[config.mk]
export PLATFORM = sky130hd
export DESIGN_NAME = uart_row_sender
export DESIGN_NICKNAME = d
export VERILOG_FILES = /design/src/rtl/uart2vga_pkg.sv /design/src/rtl/answer_timer.sv /design/src/rtl/uart_row_sender.sv
export SDC_FILE = /design/constraint.sdc
export NUM_CORES = 1
export LEC_CHECK = 0
export BUFFER_PORTS_ARGS = -buffer_cell sky130_fd_sc_hd__buf_2
export CORE_ASPECT_RATIO = 1.2
export CORE_MARGIN = 2
export CORE_UTILIZATION = 50
export CTS_CLUSTER_SIZE = 8
export DETAILED_ROUTE_END_ITERATION = 7
export PLACE_DENSITY = 0.73
export SYNTH_ARGS = -nofsm -noshare
export SYNTH_HDL_FRONTEND = slang
export SYNTH_HIERARCHICAL = 1
export SYNTH_SLANG_ARGS = --single-unit
[constraint.sdc]
create_clock -name clk -period 3.6 [get_ports clk]
set_clock_uncertainty 0.15 [all_clocks]
set_input_delay 0.54 -clock clk [delete_from_list [all_inputs] [get_ports clk]]
set_output_delay 0.54 -clock clk [all_outputs]
set_load 0.01 [all_outputs]
[src/rtl/uart2vga_pkg.sv]
// rtl/uart2vga_pkg.sv - uart2vga row-upload protocol codes, states and error codes
// Shared by the row sender (initiator) and the uart2vga_with_answer responder.
package uart2vga_pkg;

   localparam logic [7:0] ACK_Y    = 8'hCC;
   localparam logic [7:0] ACK_D    = 8'hAA;
   localparam logic [7:0] END_WORD = 8'hDD;
   localparam logic [7:0] SUCCESS  = 8'hFF;
   localparam logic [7:0] NOT_ALL  = 8'h11;

   localparam int ROW_BYTES_DEF = 240;
   localparam int Y_BYTES       = 2;

   typedef enum logic [3:0] {
      ST_IDLE,
      ST_SEND_Y,
      ST_WAIT_Y,
      ST_FETCH,
      ST_SEND_D,
      ST_WAIT_D,
      ST_SEND_END,
      ST_WAIT_FIN,
      ST_WAIT_MISS,
      ST_FINISH
   } state_t;

   typedef enum logic [1:0] {
      ERR_NONE       = 2'd0,
      ERR_TIMEOUT    = 2'd1,
      ERR_BAD        = 2'd2,
      ERR_INCOMPLETE = 2'd3
   } err_t;

endpackage

[src/rtl/answer_timer.sv]
// rtl/answer_timer.sv - answer timeout counter: load, decrement, expire
// o_expired is raised on the clk the count would reach zero, so the owner reacts exactly TIMEOUT clk after load.
module answer_timer #(
   parameter int TIMEOUT = 20000
) (
   input  logic clk,
   input  logic rst_n,
   input  logic i_load,
   input  logic i_run,
   output logic o_expired
);

   localparam int CW = $clog2(TIMEOUT + 1);

   logic [CW-1:0] r_cnt;

   always_ff @(posedge clk or negedge rst_n) begin
      if (!rst_n) begin
         r_cnt <= '0;
      end else if (i_load) begin
         r_cnt <= CW'(TIMEOUT);
      end else if (i_run && (r_cnt != '0)) begin
         r_cnt <= r_cnt - CW'(1);
      end
   end

   assign o_expired = (r_cnt <= CW'(1));

endmodule

[src/rtl/uart_row_sender.sv]
// rtl/uart_row_sender.sv - initiator of the uart2vga row upload: sends Y, pixels, END_WORD
// Every byte is acknowledged by the responder; NOT_ALL_RECEIVED triggers a bounded packet resend.
module uart_row_sender
   import uart2vga_pkg::*;
#(
   parameter int ROW_BYTES      = ROW_BYTES_DEF,
   parameter int ANSWER_TIMEOUT = 20000,
   parameter int MAX_RETRY      = 3
) (
   input  logic        clk,
   input  logic        rst_n,
   input  logic        start,
   input  logic [15:0] row_y,
   output logic [7:0]  rd_addr,
   input  logic [7:0]  rd_data,
   output logic        tx_start,
   output logic [7:0]  tx_data,
   input  logic        tx_busy,
   input  logic [7:0]  rx_data,
   input  logic        rx_done,
   output logic        busy,
   output logic        done,
   output logic        ok,
   output logic [1:0]  err_code,
   output logic [7:0]  missing
);

   localparam int              RW        = (MAX_RETRY < 1) ? 1 : $clog2(MAX_RETRY + 1);
   localparam logic [7:0]      PIX_LAST  = 8'(ROW_BYTES - 1);
   localparam logic [RW-1:0]   RETRY_MAX = RW'(MAX_RETRY);
   localparam logic            Y_LAST    = 1'(Y_BYTES - 1);

   state_t        r_state,   w_state_nx;
   logic [15:0]   r_y,       w_y_nx;
   logic          r_y_idx,   w_y_idx_nx;
   logic [7:0]    r_pix,     w_pix_nx;
   logic [RW-1:0] r_retry,   w_retry_nx;
   logic [7:0]    r_rd_addr, w_rd_addr_nx;
   logic          r_tx_start, w_tx_start_nx;
   logic [7:0]    r_tx_data, w_tx_data_nx;
   logic          r_busy,    w_busy_nx;
   logic          r_done,    w_done_nx;
   logic          r_ok,      w_ok_nx;
   logic [1:0]    r_err,     w_err_nx;
   logic [7:0]    r_missing, w_missing_nx;

   logic          w_tmr_load;
   logic          w_tmr_run;
   logic          w_tmr_expired;
   logic          w_fin;
   logic          w_fin_ok;
   err_t          w_fin_err;

   answer_timer #(
      .TIMEOUT (ANSWER_TIMEOUT)
   ) u_answer_timer (
      .clk       (clk),
      .rst_n     (rst_n),
      .i_load    (w_tmr_load),
      .i_run     (w_tmr_run),
      .o_expired (w_tmr_expired)
   );

   always_ff @(posedge clk or negedge rst_n) begin
      if (!rst_n) begin
         r_state    <= ST_IDLE;
         r_y        <= '0;
         r_y_idx    <= 1'b0;
         r_pix      <= '0;
         r_retry    <= '0;
         r_rd_addr  <= '0;
         r_tx_start <= 1'b0;
         r_tx_data  <= '0;
         r_busy     <= 1'b0;
         r_done     <= 1'b0;
         r_ok       <= 1'b0;
         r_err      <= '0;
         r_missing  <= '0;
      end else begin
         r_state    <= w_state_nx;
         r_y        <= w_y_nx;
         r_y_idx    <= w_y_idx_nx;
         r_pix      <= w_pix_nx;
         r_retry    <= w_retry_nx;
         r_rd_addr  <= w_rd_addr_nx;
         r_tx_start <= w_tx_start_nx;
         r_tx_data  <= w_tx_data_nx;
         r_busy     <= w_busy_nx;
         r_done     <= w_done_nx;
         r_ok       <= w_ok_nx;
         r_err      <= w_err_nx;
         r_missing  <= w_missing_nx;
      end
   end

   always_comb begin
      w_state_nx    = r_state;
      w_y_nx        = r_y;
      w_y_idx_nx    = r_y_idx;
      w_pix_nx      = r_pix;
      w_retry_nx    = r_retry;
      w_rd_addr_nx  = r_rd_addr;
      w_tx_start_nx = 1'b0;
      w_tx_data_nx  = r_tx_data;
      w_busy_nx     = r_busy;
      w_done_nx     = 1'b0;
      w_ok_nx       = r_ok;
      w_err_nx      = r_err;
      w_missing_nx  = r_missing;
      w_tmr_load    = 1'b0;
      w_tmr_run     = 1'b0;
      w_fin         = 1'b0;
      w_fin_ok      = 1'b0;
      w_fin_err     = ERR_NONE;

      case (r_state)
         ST_IDLE: begin
            if (start) begin
               w_state_nx   = ST_SEND_Y;
               w_y_nx       = row_y;
               w_y_idx_nx   = 1'b0;
               w_retry_nx   = '0;
               w_ok_nx      = 1'b0;
               w_err_nx     = ERR_NONE;
               w_missing_nx = '0;
               w_busy_nx    = 1'b1;
            end
         end

         ST_SEND_Y: begin
            if (!tx_busy) begin
               w_tx_start_nx = 1'b1;
               w_tx_data_nx  = r_y_idx ? r_y[15:8] : r_y[7:0];
               w_tmr_load    = 1'b1;
               w_state_nx    = ST_WAIT_Y;
            end
         end

         ST_WAIT_Y: begin
            w_tmr_run = 1'b1;
            if (rx_done) begin
               if (rx_data != ACK_Y) begin
                  w_fin     = 1'b1;
                  w_fin_err = ERR_BAD;
               end else if (r_y_idx == Y_LAST) begin
                  w_pix_nx     = '0;
                  w_rd_addr_nx = '0;
                  w_state_nx   = ST_FETCH;
               end else begin
                  w_y_idx_nx = 1'b1;
                  w_state_nx = ST_SEND_Y;
               end
            end else if (w_tmr_expired) begin
               w_fin     = 1'b1;
               w_fin_err = ERR_TIMEOUT;
            end
         end

         // rd_addr is already registered here; the RAM output is valid in SEND_D.
         ST_FETCH: begin
            w_state_nx = ST_SEND_D;
         end

         ST_SEND_D: begin
            if (!tx_busy) begin
               w_tx_start_nx = 1'b1;
               w_tx_data_nx  = rd_data;
               w_tmr_load    = 1'b1;
               w_state_nx    = ST_WAIT_D;
            end
         end

         ST_WAIT_D: begin
            w_tmr_run = 1'b1;
            if (rx_done) begin
               if (rx_data != ACK_D) begin
                  w_fin     = 1'b1;
                  w_fin_err = ERR_BAD;
               end else if (r_pix == PIX_LAST) begin
                  w_state_nx = ST_SEND_END;
               end else begin
                  w_pix_nx     = r_pix + 8'd1;
                  w_rd_addr_nx = r_pix + 8'd1;
                  w_state_nx   = ST_FETCH;
               end
            end else if (w_tmr_expired) begin
               w_fin     = 1'b1;
               w_fin_err = ERR_TIMEOUT;
            end
         end

         ST_SEND_END: begin
            if (!tx_busy) begin
               w_tx_start_nx = 1'b1;
               w_tx_data_nx  = END_WORD;
               w_tmr_load    = 1'b1;
               w_state_nx    = ST_WAIT_FIN;
            end
         end

         ST_WAIT_FIN: begin
            w_tmr_run = 1'b1;
            if (rx_done) begin
               if (rx_data == SUCCESS) begin
                  w_fin    = 1'b1;
                  w_fin_ok = 1'b1;
               end else if (rx_data == NOT_ALL) begin
                  w_state_nx = ST_WAIT_MISS;
               end else begin
                  w_fin     = 1'b1;
                  w_fin_err = ERR_BAD;
               end
            end else if (w_tmr_expired) begin
               w_fin     = 1'b1;
               w_fin_err = ERR_TIMEOUT;
            end
         end

         // The count byte follows NOT_ALL without a new send, so the running timer still covers it.
         ST_WAIT_MISS: begin
            w_tmr_run = 1'b1;
            if (rx_done) begin
               w_missing_nx = rx_data;
               if (r_retry < RETRY_MAX) begin
                  w_retry_nx = r_retry + RW'(1);
                  w_y_idx_nx = 1'b0;
                  w_state_nx = ST_SEND_Y;
               end else begin
                  w_fin     = 1'b1;
                  w_fin_err = ERR_INCOMPLETE;
               end
            end else if (w_tmr_expired) begin
               w_fin     = 1'b1;
               w_fin_err = ERR_TIMEOUT;
            end
         end

         ST_FINISH: begin
            w_state_nx = ST_IDLE;
         end

         default: begin
            w_state_nx = ST_IDLE;
            w_busy_nx  = 1'b0;
         end
      endcase

      if (w_fin) begin
         w_state_nx = ST_FINISH;
         w_done_nx  = 1'b1;
         w_busy_nx  = 1'b0;
         w_ok_nx    = w_fin_ok;
         w_err_nx   = w_fin_err;
      end
   end

   assign rd_addr  = r_rd_addr;
   assign tx_start = r_tx_start;
   assign tx_data  = r_tx_data;
   assign busy     = r_busy;
   assign done     = r_done;
   assign ok       = r_ok;
   assign err_code = r_err;
   assign missing  = r_missing;

endmodule

# Word level (Yosys, flattened, before mapping)
# Index checks and enable logic that the tools add are counted.
# word_totals
ff_bits	68
# classes
n_eq_ne	40
reduce_logical	22
addsub	3
mux	80
magnitude_cmp	2
# op_table
cell	n
2-to-1 mux 8 bit	12
2-to-1 mux 4 bit	14
inequality test 3 bit, second input constant	13
one-hot mux 4 bit (9 select lines)	1
one-hot mux 8 bit (2 select lines)	2
2-to-1 mux 15 bit	2
2-to-1 mux 2 bit	15
2-to-1 mux 1 bit	27
inequality test 2 bit, second input constant	12
one-hot mux 8 bit (3 select lines)	1
== test 4 x 3 -> 1 bit, second input constant	4
== test 8 bit, second input constant	2
inequality test 8 bit, second input constant	2
<= comparator 15 x 1 -> 1 bit, second input constant	1
nonzero test 15 bit	1
subtractor 15 x 1 -> 15 bit, second input constant	1
AND reduction 13 bit	1
nonzero test 2 bit	5
OR reduction 9 bit	1
adder 8 x 1 -> 8 bit, second input constant	1
== test 4 x 2 -> 1 bit, second input constant	2
== test 4 bit, second input constant	2
== test 8 x 5 -> 1 bit, second input constant	1
one-hot mux 2 bit (4 select lines)	1
other kinds (19)	23

# Longest topological paths before layout
# depth
word_depth	7
mapped_depth	11

# Hierarchy
# The synthesis kept the hierarchy.
# modules_own_cells
module	area_each_um2	cells_each	instances	seq_area_each_um2
uart_row_sender	2798.9	304	1	1326.3
answer_timer	878.3	90	1	375.4

# Least setup slack after synthesis
# No wires, ideal clock.
# synth_timing
path_type	flip-flop to flip-flop
from	reg r_state[0]
to	reg u_answer_timer.r_cnt[13]
arrival_ps	2491
path_stages_with_launch	9
setup_ps	78
t_required_ps	3372
setup_slack_ps	881
n_path_buf	2
path_cell_list	dfrtp_1 -> clkbuf_1 -> nand2_1 -> o2bb2ai_1 -> or4b_1 -> or2_0 -> buf_2 -> or4_1 -> a21oi_1
# synth_via
elab_chain_cells	5
elab_cells_between_ends	14
cone_classes	eq/ne (7); mux (3); reduce/logical (4)
# synth_lines
element	line_no	rtl
from (decl)	uart_row_sender.sv:33	state_t r_state, w_state_nx;
from (signal assigned)	uart_row_sender.sv:80	r_state <= w_state_nx;
== test 4 bit (tied with other cells)	uart_row_sender.sv:116	case (r_state)
OR reduction 4 bit (no source line) (*)	n/a	
2-to-1 mux 1 bit (*)	uart_row_sender.sv:116	
via w_tmr_run	uart_row_sender.sv:48	logic w_tmr_run;
logical AND 1 bit (*)	answer_timer.sv:22	end else if (i_run && (r_cnt != '0)) begin
nonzero test 2 bit (no source line) (*)	n/a	
to (signal assigned)	answer_timer.sv:21	r_cnt <= CW'(TIMEOUT);
to (signal assigned)	answer_timer.sv:23	r_cnt <= r_cnt - CW'(1);
to (decl)	answer_timer.sv:15	logic [CW-1:0] r_cnt;
# The timed path passes the listed nets; every way through them passes the cells marked *.
# A chain may end at the register's enable or synchronous reset.

# Final worst setup path
# layout_timing
from	reg r_state[2]
to	reg u_answer_timer.r_cnt[13]
# Same word-level chain as after synthesis.

==> metrics.cfg <==
[yosys]
seq_area_frac_synth_pct=46.3
synthCells=394
yosysWarnings=6
syn_nets=435
ys.flop_type=dfrtp_1
synth.avg_cell_area_um2=9.33
ys_ff_latch=68
async_flop_share_pct=100
synthesis.area_um2=3680
synth_edf_count=0
synthDistinctLibCells=68

[route]
vias=3049
wl_per_cell_um=14.7
drtAntennaViolNets=0
dr.pass1.iters=4
drt_wl_total_um=8040
viasPerCell=5.58
drc=0
drt_iter0_drc=107

[clock_network]
cts_tree=built
post_cts_resized=0
h-tree-depth=3
cts_setup_buffers=0
clk_latency_ns=0.35
clock-sinks=68
holdBufCountCts=1
cts_made_buffers=9
clock_path_buffers=2
clkTransAtPathRegs_ns=0.07
root_buffer=clkbuf_8

[power_and_ir_drop]
total_power_mw=2.97
ir_drop_uv=389
power_density_nw_per_um2=707
leakage_nw=2.01

[setup_path]
worstSetupPathType=reg2reg
worst_setup_path_end_kind=flop
arrival_ns=3.06
crit_slowest_cell=dfrtp_1
rr_worst_depth=6
critPathMaxFanout=17
crit_path_cell_trace=nand2_1 > o2bb2ai_1 > or4b_1 > or2_0 > or4_1 > a21oi_1
crit_path_start_kind=flop
timing.rr.start=r_state[2]
reg2reg_slack_ns=0.65
critPathRequiredTime_ns=3.72
max_stage_delay_ns=0.66
reg2reg_to=u_answer_timer/r_cnt[13]

[global_routing]
grt_max_degree=54
grt_pass1_vias=2835
busiest_layer=met2
grtUsageMet1_pct=28.2
grt.overflow.total=0
grt_pass1_wl_um=13200
met3_usage_pct=4.34
antenna_found_initial=0
grt_usage_pct=21.2
met2_usage_pct=33.3

[final_layout]
area_delta_synth_final_pct=14.2
final_nets=493
final_common_cell=nand2_1
fin_cells=546
layout_common_cells=80 x nand2_1, 68 x dfrtp_1, 66 x buf_2
drive_gt1_share_pct=22.4
n_antenna_cell=0

[die]
die_w_um=82.3
die_area_um2=8060
ios=67
core_area_um2=7190
die_h_um=97.9
start_util_pct=51.1
rows=34

[placed_design]
placedCellCount=530
dp_hpwl_um=5760
gp_congestion=0.882
dp_slack_ns=0.694
numPortBuffers=66

[sta]
max_freq_mhz=339
fin_ws_ns=0.651
holdWs_ns=0.229
finalCritPeriodShare_pct=81.9
drv_slew=0
fin_crit_ns=2.95
hold_violations=0
setup_tns_ns=0
rsz0062_at_grt=false
relSlewSlack_pct=45.0
tightest_slew_ns=0.825
finalSetupViolCount=0

[status]
status=finished clean

[hold_path]
hold_depth=3
worstHoldStart=row_y[2]
min_to=r_y[2]
hold_path_class=in2reg

[flow_run]
cap_violations=0

[logic make-up (layout without fill, tap and decap cells)]
| logic type | after synthesis | count (layout) | share of synthesized area [%] |
|---|---|---|---|
| XOR/XNOR | 3 | 3 | 0.715 |
| buffers and inverters | 33 | 95 | 3.81 |
| AO/OA/AOI/OAI | 89 | 89 | 17.6 |
| flip-flops | 68 | 68 | 46.3 |
| multiplexers | 13 | 13 | 3.57 |
| adder cells (fa/ha/maj) | 4 | 4 | 1.36 |
| AND/OR/NAND/NOR | 184 | 184 | 26.6 |
[per-layer routing]
| layer | vias to the layer above | wire length (um) |
|---|---|---|
| met5 | - | 0 |
| met4 | 0 | 108 |
| met3 | 11 | 260 |
| met2 | 45 | 4000 |
| met1 | 1452 | 3670 |
| li1 | 1541 | - |
[worst max-delay path by stage]
stage                           from                        to  slack, ns  depth (start not counted)
after floorplan           r_state[0]  u_answer_timer/r_cnt[13]       0.88                          8
after global placement    rx_data[0]                rd_addr[5]       0.76                          6
after detailed placement  r_state[3]  u_answer_timer/r_cnt[13]       0.69                          6
after CTS                 r_state[2]  u_answer_timer/r_cnt[13]       0.67                          6
after global routing      r_state[2]  u_answer_timer/r_cnt[13]       0.46                          6
final                     r_state[2]  u_answer_timer/r_cnt[13]       0.65                          6
[critical path, delay by kind of cell, from the launching register on]
kind	cells	cell delay [ns]
AO/OA/AOI/OAI	2	0.60
flip-flops	1	0.66
AND/OR/NAND/NOR	4	1.46
[final cells by class]
type / count / area, um^2
fill: 636 / 2990
sequential: 68 / 1700
inverter: 12 / 45.0
clock inverter: 6 / 32.5
timing repair buffer: 68 / 348
tap: 90 / 113
multi-input combinational: 293 / 1840
clock buffer: 9 / 124
[sequential cells by signal, summed over array words and instances (netlist names), 2 cells and up]
name and flops:
err_code 2, u_answer_timer/r_cnt 15, r_state 4, tx_data 8, r_retry 2, rd_addr 8, r_y 16, missing 8
[Yosys cell counts (2+ instances only)]
cell type	number	area share (%)
and2b_2	2	0.48
or4_1	6	1.2
buf_1	2	0.20
inv_2	2	0.20
or3_1	7	1.2
a211oi_1	2	0.41
nand4b_1	2	0.48
and4bb_1	2	0.68
mux2i_1	12	3.3
o31ai_1	17	3.5
or3b_2	2	0.48
nor3_1	4	0.54
a31oi_1	5	0.85
nand2_1	80	8.2
nand3_1	10	1.4
and2_1	2	0.34
o21a_1	4	0.82
a32o_1	2	0.54
nor4_1	5	0.85
or4b_1	2	0.54
dfrtp_1	68	46
ha_1	4	1.4
or2_1	2	0.34
nor2_1	26	2.7
o21ai_1	21	2.9
and3_1	7	1.2
a22o_1	9	2.1
o211ai_1	2	0.41
clkbuf_1	16	1.6
nand2b_1	4	0.68
a21oi_1	11	1.5
inv_1	10	1.0
xor2_1	2	0.48
nor2b_1	5	0.85
nand4_1	2	0.34
buf_6	2	0.61
nor3b_1	2	0.41
[where the power goes]
group / switching (mW) / internal (mW)
clock network: 0.290 / 0.239
registers: 0.240 / 1.02
logic: 0.665 / 0.517
[through the flow]
stage          util (%)  area [um^2]
3_3_place_gp       56.1         4030
4_1_cts            58.4         4200
3_5_place_dp       56.1         4030
6_report           58.4         4200
2_1_floorplan         -         3680
5_1_grt            58.4         4200
No activity file was read; power rests on OpenSTA's default activity.
